### src/rtl/sd_pkg.sv
// sd_pkg: shared types and constants for the SD-card SPI-mode command sequencer.
//   state_t  - top-level sequencer states
//   xfer_t   - sub-state of the byte-transfer primitive
//   Frame constants and the fixed CRC table used when CRC7 generation is off.
package sd_pkg;

  typedef enum logic [2:0] {
    IDLE,
    PRE,
    FRAME,
    POLL,
    DATA,
    POST,
    RESP
  } state_t;

  typedef enum logic {
    ISSUE,
    WAIT
  } xfer_t;

  localparam logic [7:0] FILL_BYTE      = 8'hFF;
  localparam logic [1:0] CMD_START_BITS = 2'b01;
  localparam logic [7:0] CRC_CMD0       = 8'h95;
  localparam logic [7:0] CRC_CMD8       = 8'h87;
  localparam logic [7:0] CRC_DEFAULT    = 8'h01;

  // Only CMD0 and CMD8 are checked by the card before CRC is enabled,
  // so every other command can carry a dummy CRC with the end bit set.
  function automatic logic [7:0] crc_lookup(input logic [5:0] idx);
    case (idx)
      6'd0:    return CRC_CMD0;
      6'd8:    return CRC_CMD8;
      default: return CRC_DEFAULT;
    endcase
  endfunction

endpackage

### src/rtl/sd_cmd_sequencer_if.sv
// sd_cmd_sequencer_if: command request / response handshake between the SD
// init/read controller (master) and the command sequencer (slave).
//   cmd_valid/cmd_ready - request handshake, cmd_idx/cmd_arg/cmd_long payload
//   rsp_valid           - one-cycle response pulse
//   rsp_r1/rsp_data/rsp_timeout - response fields, held until next response
interface sd_cmd_sequencer_if;

  logic        cmd_valid;
  logic        cmd_ready;
  logic [5:0]  cmd_idx;
  logic [31:0] cmd_arg;
  logic        cmd_long;
  logic        rsp_valid;
  logic [7:0]  rsp_r1;
  logic [31:0] rsp_data;
  logic        rsp_timeout;

  modport master (
    output cmd_valid, cmd_idx, cmd_arg, cmd_long,
    input  cmd_ready, rsp_valid, rsp_r1, rsp_data, rsp_timeout
  );

  modport slave (
    input  cmd_valid, cmd_idx, cmd_arg, cmd_long,
    output cmd_ready, rsp_valid, rsp_r1, rsp_data, rsp_timeout
  );

endinterface

### src/rtl/sd_crc7.sv
// sd_crc7: byte-wide CRC7 (x^7 + x^3 + 1, init 0), MSB first.
//   clk, reset_n - clock, async active-low reset
//   clr          - restart the CRC at zero (has priority over en)
//   en           - fold din into the running CRC
//   din          - byte to fold in
//   crc          - current CRC7 value
module sd_crc7 (
  input  logic       clk,
  input  logic       reset_n,
  input  logic       clr,
  input  logic       en,
  input  logic [7:0] din,
  output logic [6:0] crc
);

  function automatic logic [6:0] crc7_byte(input logic [6:0] c, input logic [7:0] d);
    logic [6:0] r;
    logic [7:0] dd;
    logic       fb;
    r  = c;
    dd = d;
    for (int unsigned i = 0; i < 8; i++) begin
      fb = r[6] ^ dd[7];
      r  = {r[5:0], 1'b0};
      if (fb) r = r ^ 7'h09;
      dd = {dd[6:0], 1'b0};
    end
    return r;
  endfunction

  always_ff @(posedge clk or negedge reset_n) begin
    if (!reset_n)  crc <= '0;
    else if (clr)  crc <= '0;
    else if (en)   crc <= crc7_byte(crc, din);
  end

endmodule

### src/rtl/sd_cmd_sequencer.sv
// sd_cmd_sequencer: issues one SD SPI-mode command through the byte-wide SPI
// engine: preamble byte, 6-byte frame, R1 polling, optional 4-byte R3/R7
// payload, Ncs trailer, then a one-cycle response on the handshake interface.
//   clk, reset_n            - clock, async active-low reset (aborts silently)
//   cmd                     - command/response handshake (slave side)
//   spi_start/spi_tx        - one-cycle byte request and byte to send
//   spi_rx/spi_done         - received byte, qualified by spi_done pulse
//   spi_busy                - engine busy; no request is made while high
//   sd_cs                   - card chip-select, active low, owned here
// Build option: define SD_CRC7_EN to generate the frame CRC7 on the fly;
// otherwise a fixed CRC table (CMD0/CMD8/dummy) is used.
module sd_cmd_sequencer #(
  parameter int unsigned NCR_MAX   = 8,
  parameter logic [7:0]  FILL_BYTE = sd_pkg::FILL_BYTE
) (
  input  logic                clk,
  input  logic                reset_n,
  sd_cmd_sequencer_if.slave   cmd,
  output logic                spi_start,
  output logic [7:0]          spi_tx,
  input  logic [7:0]          spi_rx,
  input  logic                spi_done,
  input  logic                spi_busy,
  output logic                sd_cs
);

  import sd_pkg::*;

  localparam logic [7:0] NCR_LAST = 8'(NCR_MAX - 1);

  state_t      state;
  xfer_t       phase;
  logic [2:0]  byte_cnt;
  logic [7:0]  poll_cnt;
  logic [5:0]  idx_q;
  logic [31:0] arg_q;
  logic        long_q;
  logic [7:0]  r1_w;
  logic [31:0] data_w;
  logic        to_w;
  logic        ready_q;
  logic        rsp_valid_q;
  logic [7:0]  rsp_r1_q;
  logic [31:0] rsp_data_q;
  logic        rsp_to_q;
  logic [7:0]  tx_byte;
  logic [7:0]  crc_byte;
  logic        accept;

  assign accept          = cmd.cmd_valid && ready_q;
  assign cmd.cmd_ready   = ready_q;
  assign cmd.rsp_valid   = rsp_valid_q;
  assign cmd.rsp_r1      = rsp_r1_q;
  assign cmd.rsp_data    = rsp_data_q;
  assign cmd.rsp_timeout = rsp_to_q;

`ifdef SD_CRC7_EN
  logic [6:0] crc7;
  logic       crc_en;

  // Fold each frame byte in as it is handed to the engine; byte 5 is the CRC itself.
  assign crc_en = (state == FRAME) && (phase == ISSUE) && !spi_busy && (byte_cnt < 3'd5);

  sd_crc7 u_crc7 (
    .clk     (clk),
    .reset_n (reset_n),
    .clr     (accept),
    .en      (crc_en),
    .din     (tx_byte),
    .crc     (crc7)
  );

  assign crc_byte = {crc7, 1'b1};
`else
  assign crc_byte = crc_lookup(idx_q);
`endif

  always_comb begin
    tx_byte = FILL_BYTE;
    if (state == FRAME) begin
      case (byte_cnt)
        3'd0:    tx_byte = {CMD_START_BITS, idx_q};
        3'd1:    tx_byte = arg_q[31:24];
        3'd2:    tx_byte = arg_q[23:16];
        3'd3:    tx_byte = arg_q[15:8];
        3'd4:    tx_byte = arg_q[7:0];
        3'd5:    tx_byte = crc_byte;
        default: tx_byte = FILL_BYTE;
      endcase
    end
  end

  always_ff @(posedge clk or negedge reset_n) begin
    if (!reset_n) begin
      state       <= IDLE;
      phase       <= ISSUE;
      byte_cnt    <= '0;
      poll_cnt    <= '0;
      idx_q       <= '0;
      arg_q       <= '0;
      long_q      <= 1'b0;
      r1_w        <= '1;
      data_w      <= '0;
      to_w        <= 1'b0;
      ready_q     <= 1'b1;
      rsp_valid_q <= 1'b0;
      rsp_r1_q    <= '1;
      rsp_data_q  <= '0;
      rsp_to_q    <= 1'b0;
      spi_start   <= 1'b0;
      spi_tx      <= FILL_BYTE;
      sd_cs       <= 1'b1;
    end else begin
      spi_start   <= 1'b0;
      rsp_valid_q <= 1'b0;
      case (state)
        IDLE: begin
          if (accept) begin
            idx_q    <= cmd.cmd_idx;
            arg_q    <= cmd.cmd_arg;
            long_q   <= cmd.cmd_long;
            poll_cnt <= '0;
            byte_cnt <= '0;
            r1_w     <= '1;
            data_w   <= '0;
            to_w     <= 1'b0;
            phase    <= ISSUE;
            ready_q  <= 1'b0;
            state    <= PRE;
          end
        end
        RESP: begin
          ready_q <= 1'b1;
          state   <= IDLE;
        end
        default: begin
          // All remaining states share the ISSUE/WAIT byte primitive; only the
          // action taken on byte completion differs per state.
          if (phase == ISSUE) begin
            if (!spi_busy) begin
              spi_start <= 1'b1;
              spi_tx    <= tx_byte;
              phase     <= WAIT;
            end
          end else if (spi_done) begin
            phase <= ISSUE;
            case (state)
              PRE: begin
                sd_cs    <= 1'b0;
                byte_cnt <= '0;
                state    <= FRAME;
              end
              FRAME: begin
                if (byte_cnt == 3'd5) begin
                  byte_cnt <= '0;
                  state    <= POLL;
                end else begin
                  byte_cnt <= byte_cnt + 3'd1;
                end
              end
              POLL: begin
                if (!spi_rx[7]) begin
                  r1_w <= spi_rx;
                  if (long_q) begin
                    byte_cnt <= '0;
                    state    <= DATA;
                  end else begin
                    sd_cs <= 1'b1;
                    state <= POST;
                  end
                end else begin
                  if (poll_cnt != '1) poll_cnt <= poll_cnt + 8'd1;
                  if (poll_cnt >= NCR_LAST) begin
                    to_w  <= 1'b1;
                    r1_w  <= '1;
                    sd_cs <= 1'b1;
                    state <= POST;
                  end
                end
              end
              DATA: begin
                data_w <= {data_w[23:0], spi_rx};
                if (byte_cnt == 3'd3) begin
                  sd_cs <= 1'b1;
                  state <= POST;
                end else begin
                  byte_cnt <= byte_cnt + 3'd1;
                end
              end
              POST: begin
                rsp_valid_q <= 1'b1;
                rsp_r1_q    <= r1_w;
                rsp_data_q  <= data_w;
                rsp_to_q    <= to_w;
                state       <= RESP;
              end
              default: state <= IDLE;
            endcase
          end
        end
      endcase
    end
  end

endmodule

### src/flat_wrapper.sv
// flat-port wrapper written by rule: the top's interface ports become plain ports
module sd_cmd_sequencer_flat import sd_pkg::*;
#(
  parameter int unsigned NCR_MAX   = 8,
  parameter logic [7:0]  FILL_BYTE = sd_pkg::FILL_BYTE
)
  (clk, reset_n, spi_start, spi_tx, spi_rx, spi_done, spi_busy, sd_cs, cmd_cmd_valid, cmd_cmd_idx, cmd_cmd_arg, cmd_cmd_long, cmd_cmd_ready, cmd_rsp_valid, cmd_rsp_r1, cmd_rsp_data, cmd_rsp_timeout);
  sd_cmd_sequencer_if cmd_i ();
  input  logic clk;
  input  logic reset_n;
  output logic spi_start;
  output logic [7:0] spi_tx;
  input  logic [7:0] spi_rx;
  input  logic spi_done;
  input  logic spi_busy;
  output logic sd_cs;
  input wire logic [$bits(cmd_i.cmd_valid)-1:0] cmd_cmd_valid;
  input wire logic [$bits(cmd_i.cmd_idx)-1:0] cmd_cmd_idx;
  input wire logic [$bits(cmd_i.cmd_arg)-1:0] cmd_cmd_arg;
  input wire logic [$bits(cmd_i.cmd_long)-1:0] cmd_cmd_long;
  output wire logic [$bits(cmd_i.cmd_ready)-1:0] cmd_cmd_ready;
  output wire logic [$bits(cmd_i.rsp_valid)-1:0] cmd_rsp_valid;
  output wire logic [$bits(cmd_i.rsp_r1)-1:0] cmd_rsp_r1;
  output wire logic [$bits(cmd_i.rsp_data)-1:0] cmd_rsp_data;
  output wire logic [$bits(cmd_i.rsp_timeout)-1:0] cmd_rsp_timeout;
  assign cmd_i.cmd_valid = cmd_cmd_valid;
  assign cmd_i.cmd_idx = cmd_cmd_idx;
  assign cmd_i.cmd_arg = cmd_cmd_arg;
  assign cmd_i.cmd_long = cmd_cmd_long;
  assign cmd_cmd_ready = cmd_i.cmd_ready;
  assign cmd_rsp_valid = cmd_i.rsp_valid;
  assign cmd_rsp_r1 = cmd_i.rsp_r1;
  assign cmd_rsp_data = cmd_i.rsp_data;
  assign cmd_rsp_timeout = cmd_i.rsp_timeout;
  sd_cmd_sequencer #(.NCR_MAX(NCR_MAX), .FILL_BYTE(FILL_BYTE)) u_core (.clk(clk), .reset_n(reset_n), .cmd(cmd_i), .spi_start(spi_start), .spi_tx(spi_tx), .spi_rx(spi_rx), .spi_done(spi_done), .spi_busy(spi_busy), .sd_cs(sd_cs));
endmodule
### config.mk
export PLATFORM = sky130hd
export DESIGN_NAME = sd_cmd_sequencer_flat
export DESIGN_NICKNAME = d
export VERILOG_FILES = /design/src/rtl/sd_pkg.sv /design/src/rtl/sd_cmd_sequencer_if.sv /design/src/rtl/sd_crc7.sv /design/src/rtl/sd_cmd_sequencer.sv /design/src/flat_wrapper.sv
export SDC_FILE = /design/constraint.sdc
export NUM_CORES = 1
export LEC_CHECK = 0
export CAP_MARGIN = 20
export CORE_ASPECT_RATIO = 0.9
export CORE_UTILIZATION = 40
export DETAILED_ROUTE_END_ITERATION = 12
export GPL_TIMING_DRIVEN = 0
export PLACE_DENSITY = 0.67
export SLEW_MARGIN = 5
export SYNTH_ARGS = -nofsm -noshare
export SYNTH_HDL_FRONTEND = slang
export SYNTH_HIERARCHICAL = 1
export SYNTH_SLANG_ARGS = --single-unit
export TNS_END_PERCENT = 50
### constraint.sdc
create_clock -name clk -period 2.3 [get_ports clk]
set_clock_uncertainty 0.05 [all_clocks]
set_input_delay 0.345 -clock clk [delete_from_list [all_inputs] [get_ports clk]]
set_output_delay 0.345 -clock clk [all_outputs]
set_load 0.02 [all_outputs]
==> After elaboration in Yosys (flattened, before gate mapping) <==
Cells that the tools add are included.
{ "totals": {"ff_bits": 148, "out_inout_bits": 53, "wordCells": 141} }
{ "classes": {"addsub": 2, "order_cmp": 1, "n_eq_ne": 24, "muxes": 63, "bitwise_logic": 4, "reduce_logical": 29} }
{ "op_table": {"columns": ["cell", "count"], "rows": [
  ["32-bit two-way mux", 4],
  ["8-bit two-way mux", 13],
  ["32-bit case mux with 2 select lines", 1],
  ["8-bit case mux with 2 select lines", 3],
  ["8-bit case mux with 6 select lines", 1],
  ["3-bit two-way mux", 14],
  ["7-bit AND reduction", 3],
  ["1-bit two-way mux", 19],
  ["2-bit nonzero test", 8],
  ["3-bit == test (second input constant)", 5],
  ["3-bit case mux with 5 select lines", 1],
  ["3-bit by 2-bit == test with 1-bit output (second input constant)", 4],
  ["3-bit case mux with 2 select lines", 2],
  ["3-bit case mux with 4 select lines", 1],
  ["6-bit AND reduction", 2],
  ["3-bit nonzero test", 3],
  ["8-bit by 1-bit adder with 8-bit output (second input constant)", 1],
  ["8-bit by 3-bit greater-or-equal comparator with 1-bit output (second input constant)", 1],
  ["8-bit inequality test (second input constant)", 1],
  ["8-bit AND reduction", 1],
  ["3-bit by 1-bit == test with 1-bit output (second input constant)", 2],
  ["6-bit by 4-bit == test with 1-bit output (second input constant)", 1],
  ["3-bit logical NOT", 2],
  ["6-bit logical NOT", 1],
  ["18 further kinds", 29]
]} }

==> Depth between registers and ports, before layout <==
{ "logic_depth": {"ltp_word": 7, "depth_mapped": 8, "depth_no_buf": 7} }

==> Worst setup path before layout <==
Ideal clock, no wire load.
{ "synth_timing": {"path_type": "reg2reg", "startpoint": "register u_core.byte_cnt[2]", "endpoint": "register u_core.spi_tx[4]", "setup_ns": 0.104, "t_arrival_ns": 1.880, "required_ns": 2.146, "slack_ns": 0.266, "path_stages_with_launch": 9, "n_path_buf": 2, "period_less_slack_ns": 2.034, "path_cell_list": "dfrtp_1 clkbuf_1 inv_1 ha_1 clkbuf_1 a222oi_1 o21ai_0 a211oi_1 o21ai_0"} }
{ "synth_via": {"elab_chain_len": 3, "elab_cells_between_ends": 8, "classes_between": "5 x eq/ne; 2 x mux; 1 x reduce/logical"} }
{ "synth_rtl": {"columns": ["element", "line", "rtl"], "rows": [
  ["start: declaration", "sd_cmd_sequencer.sv:33", "logic [2:0] byte_cnt;"],
  ["start signal: assignment", "sd_cmd_sequencer.sv:158", "byte_cnt <= byte_cnt + 3'd1;"],
  ["start signal: assignment", "sd_cmd_sequencer.sv:187", "byte_cnt <= byte_cnt + 3'd1;"],
  ["3-bit == test (tied with other cells)", "sd_cmd_sequencer.sv:81", "case (byte_cnt)"],
  ["8-bit case mux with 6 select lines (*)", "sd_cmd_sequencer.sv:81", null],
  ["8-bit two-way mux (*)", "sd_cmd_sequencer.sv:80", "if (state == FRAME) begin"],
  ["end signal: assignment", "sd_cmd_sequencer.sv:142", "spi_tx <= tx_byte;"],
  ["end: declaration", "sd_cmd_sequencer.sv:20", "output logic [7:0] spi_tx,"]
]} }
Every way passes the cells marked *; elsewhere a longest branch is shown, timed or not.
A chain may end at the register's enable or synchronous reset.

==> Worst setup path in the final report <==
{ "layout_timing": {"startpoint": "register u_core.byte_cnt[2]", "endpoint": "register u_core.spi_tx[3]"} }
Same word-level chain as after synthesis.

==> flow_summary.yaml <==
sta:
  worst_slack_ns: 0.131
  min_period_over_period: 0.943
  rsz0062_at_grt: "false"
  setup_tns_ns: 0
  setup_violations: 0
  drv_slew: 0
  worstMarginPinSlew_ns: 0.790
  post-route-min-period_ns: 2.17
  slew_headroom: 0.469
  hold_violations: 0
  max_freq_mhz: 461
floorplanning:
  start_util: 0.410
  core_mm2: 0.0154
  rows: 43
  ios: 105
  dieArea_mm2: 0.0163
  die_y_um: 121
  die_x_um: 135
finish:
  syn2layout_area_growth_pct: 29.9
  final_cells: 842
  drive_gt1_frac: 0.270
  diodes: 0
  nNetsFinal: 686
synthesis:
  yosysMostFrequentCell: "dfrtp_1"
  synthTopCellsByArea: "dfrtp_1 48%, mux2_2 16%, dfstp_2 11%"
  netlist_area_mm2: 0.00633
  synth_fa_ha_area_frac: 0.0119
  synth_area_per_cell_um2: 12.6
  synth-async-reset-ratio: 1.00
  synth_xor_area_frac: 0.00692
  synth_top_area_frac: 0.482
  synth.distinct_cells: 51
  synth-edff-count: 0
  yosysWarnings: 6
  synth.mux.area_fraction: 0.158
  yosys.area.top_type: "dfrtp_1"
  synth_top_family_by_area: "multiplexers"
  synth_nets: 560
  syn-instance-count: 502
  synth_compound_area_frac: 0.125
  yosysSeqAreaShare: 0.590
  synth_ff_type: "dfrtp_1"
  synth-seq-cells: 148
  synthTopCellsByCount: "122 x dfrtp_1, 88 x mux2_2, 41 x nand2_1, 32 x a22o_1"
  yosys.area_share.simple: 0.0785
cts:
  cts_made_buffers: 17
  cts.clk_slew.worst_paths_ns: 0.06
  clockBufferDepth: 2
  cts_root_buf: "clkbuf_16"
  htree_num_levels: 4
  cts.sink_count: 148
  cts_tree: "done"
  clock_latency_ns: 0.42
setup_path:
  start_kind: "flip-flop"
  cp_max_fo: 10
  cp-end-kind: "flip-flop"
  worstPathArrival_ns: 2.44
  crit_type: "reg -> reg"
  crit_required_ns: 2.57
place:
  gp_congestion: 0.874
  placed_cells: 809
  port_buffers: 104
  dp_hpwl_um: 10300
  pre_cts_slack_ns: -0.413
routing:
  drtIter0Drc: 432
  first_pass_iters: 7
  vias: 4514
  via_per_inst: 5.36
  ant_nets: 0
  route.met2.wl_um: 6790
  wl_per_cell_um: 17.0
  drc: 0
  routedLengthMet1_um: 6490
  dr.max_layer_used: "met4"
  wl_um: 14400
  dr_wl_met3_um: 757
power:
  ir_drop_mv: 0.512
  p_leak_nw: 3.74
  pwr_density_cell_mw_per_mm2: 639
flow_run:
  cap_viol_max_count: 0
worst_hold_path:
  hp-class: "in -> async"
grt:
  grt_start_max_net_pins: 101
  antenna_found_initial: 0
  grt_usage: 0.191
  grt_pass1_wl_um: 23600
  grt_pass1_vias: 4590
  grt_overflow_total: 0
status:
  status: "finished, final reports clean"
## metal layers
layer	vias up	track usage
met4	0	0.0751
met5	-	0
met3	37	0.0518
li1	2074	-
met1	2226	0.252
met2	177	0.298
## where the power goes
group / total (W) / switching, W / internal [W]
combinational: 0.000155 / 0.0000716 / 0.0000834
sequential: 0.00261 / 0 / 0.00261
clock: 0.00249 / 0.00103 / 0.00146
## critical path: stages, from the launching register on
cell and delay [ns]:
dfrtp_2 0.42, clkbuf_8 0.20, inv_1 0.08, ha_1 0.26, clkbuf_4 0.23, a222oi_1 0.47, nand2_1 0.10, a21oi_1 0.15
o21ai_0 0.09
## layout by cell type (no fill, tap or decap), types with 7 or more instances in the layout
cell	netlist	final
a21oi_1	16	16
a22o_1	32	32
buf_2	14	14
clkbuf_1	10	10
clkbuf_16	0	17
clkdlybuf4s50_1	0	103
dfrtp_1	122	121
dfstp_2	26	26
inv_1	7	7
mux2_2	88	88
nand2_1	41	41
nor2_1	30	30
o21ai_0	30	29
## cell type report
class / count / area, um^2
buffer: 31 / 173
clock buffer: 24 / 482
clock inverter: 7 / 50.0
fill: 1275 / 7220
inverter: 7 / 26.3
multi-input combinational: 316 / 2410
sequential: 148 / 3740
tap: 202 / 253
timing repair buffer: 107 / 1090
## final timing paths
| kind | end | from | slack, ns | depth (start not counted) |
|---|---|---|---|---|
| worst max register to register | u_core/spi_tx[3]$_DFFE_PN1P_ | u_core/byte_cnt[2]$_DFFE_PN0P_ | 0.13 | 8 |
| min in group clk | u_core/r1_w[0]$_DFFE_PN1P_ | u_core/r1_w[0]$_DFFE_PN1P_ | 0.43 | 2 |
| max in group asynchronous | u_core/byte_cnt[2]$_DFFE_PN0P_ | reset_n | 0.94 | 3 |
| worst max-delay path | u_core/spi_tx[3]$_DFFE_PN1P_ | u_core/byte_cnt[2]$_DFFE_PN0P_ | 0.13 | 8 |
| worst min register to register | u_core/r1_w[0]$_DFFE_PN1P_ | u_core/r1_w[0]$_DFFE_PN1P_ | 0.43 | 2 |
| worst min-delay path | u_core/data_w[24]$_DFFE_PN0P_ | reset_n | 0.38 | 2 |
## registers in the layout, indices dropped and copies added, names as in the netlist, 3 cells and up
signal / count
u_core/byte_cnt: 3
u_core/cmd.rsp_r1: 8
u_core/cmd.rsp_data: 32
u_core/arg_q: 32
u_core/r1_w: 8
u_core/data_w: 32
u_core/spi_tx: 8
u_core/state: 3
u_core/poll_cnt: 8
u_core/idx_q: 6
## logic make-up after synthesis
kind of cell	Yosys count
flops	148
compound gates	110
simple gates	106
mux	89
buf+inv	38
fa+ha+maj	6
xor+xnor	5
## timing repair
item	in CTS	in global routing
endpoints found under the setup margin	9	34
hold buffers	1	0
endpoints found under the hold margin	48	0
resized for setup	5	8
pin swaps	0	2
buffers inserted	0	1
## metrics by stage
| stage | util | instance area [um^2] | hold slack, ns | power, W |
|---|---|---|---|---|
| after global routing | 0.532 | 8220 | 0.405 | 0.00545 |
| final | 0.532 | 8220 | 0.384 | 0.00525 |
| after floorplan | - | 6330 | -0.000591 | 0.00266 |
| after global placement | 0.494 | 7620 | 0.419 | 0.00280 |
| after CTS | 0.531 | 8200 | 0.374 | 0.00532 |
| after detailed placement | 0.495 | 7650 | 0.257 | 0.00281 |
Note: power is estimated with default switching activity, not from simulation.
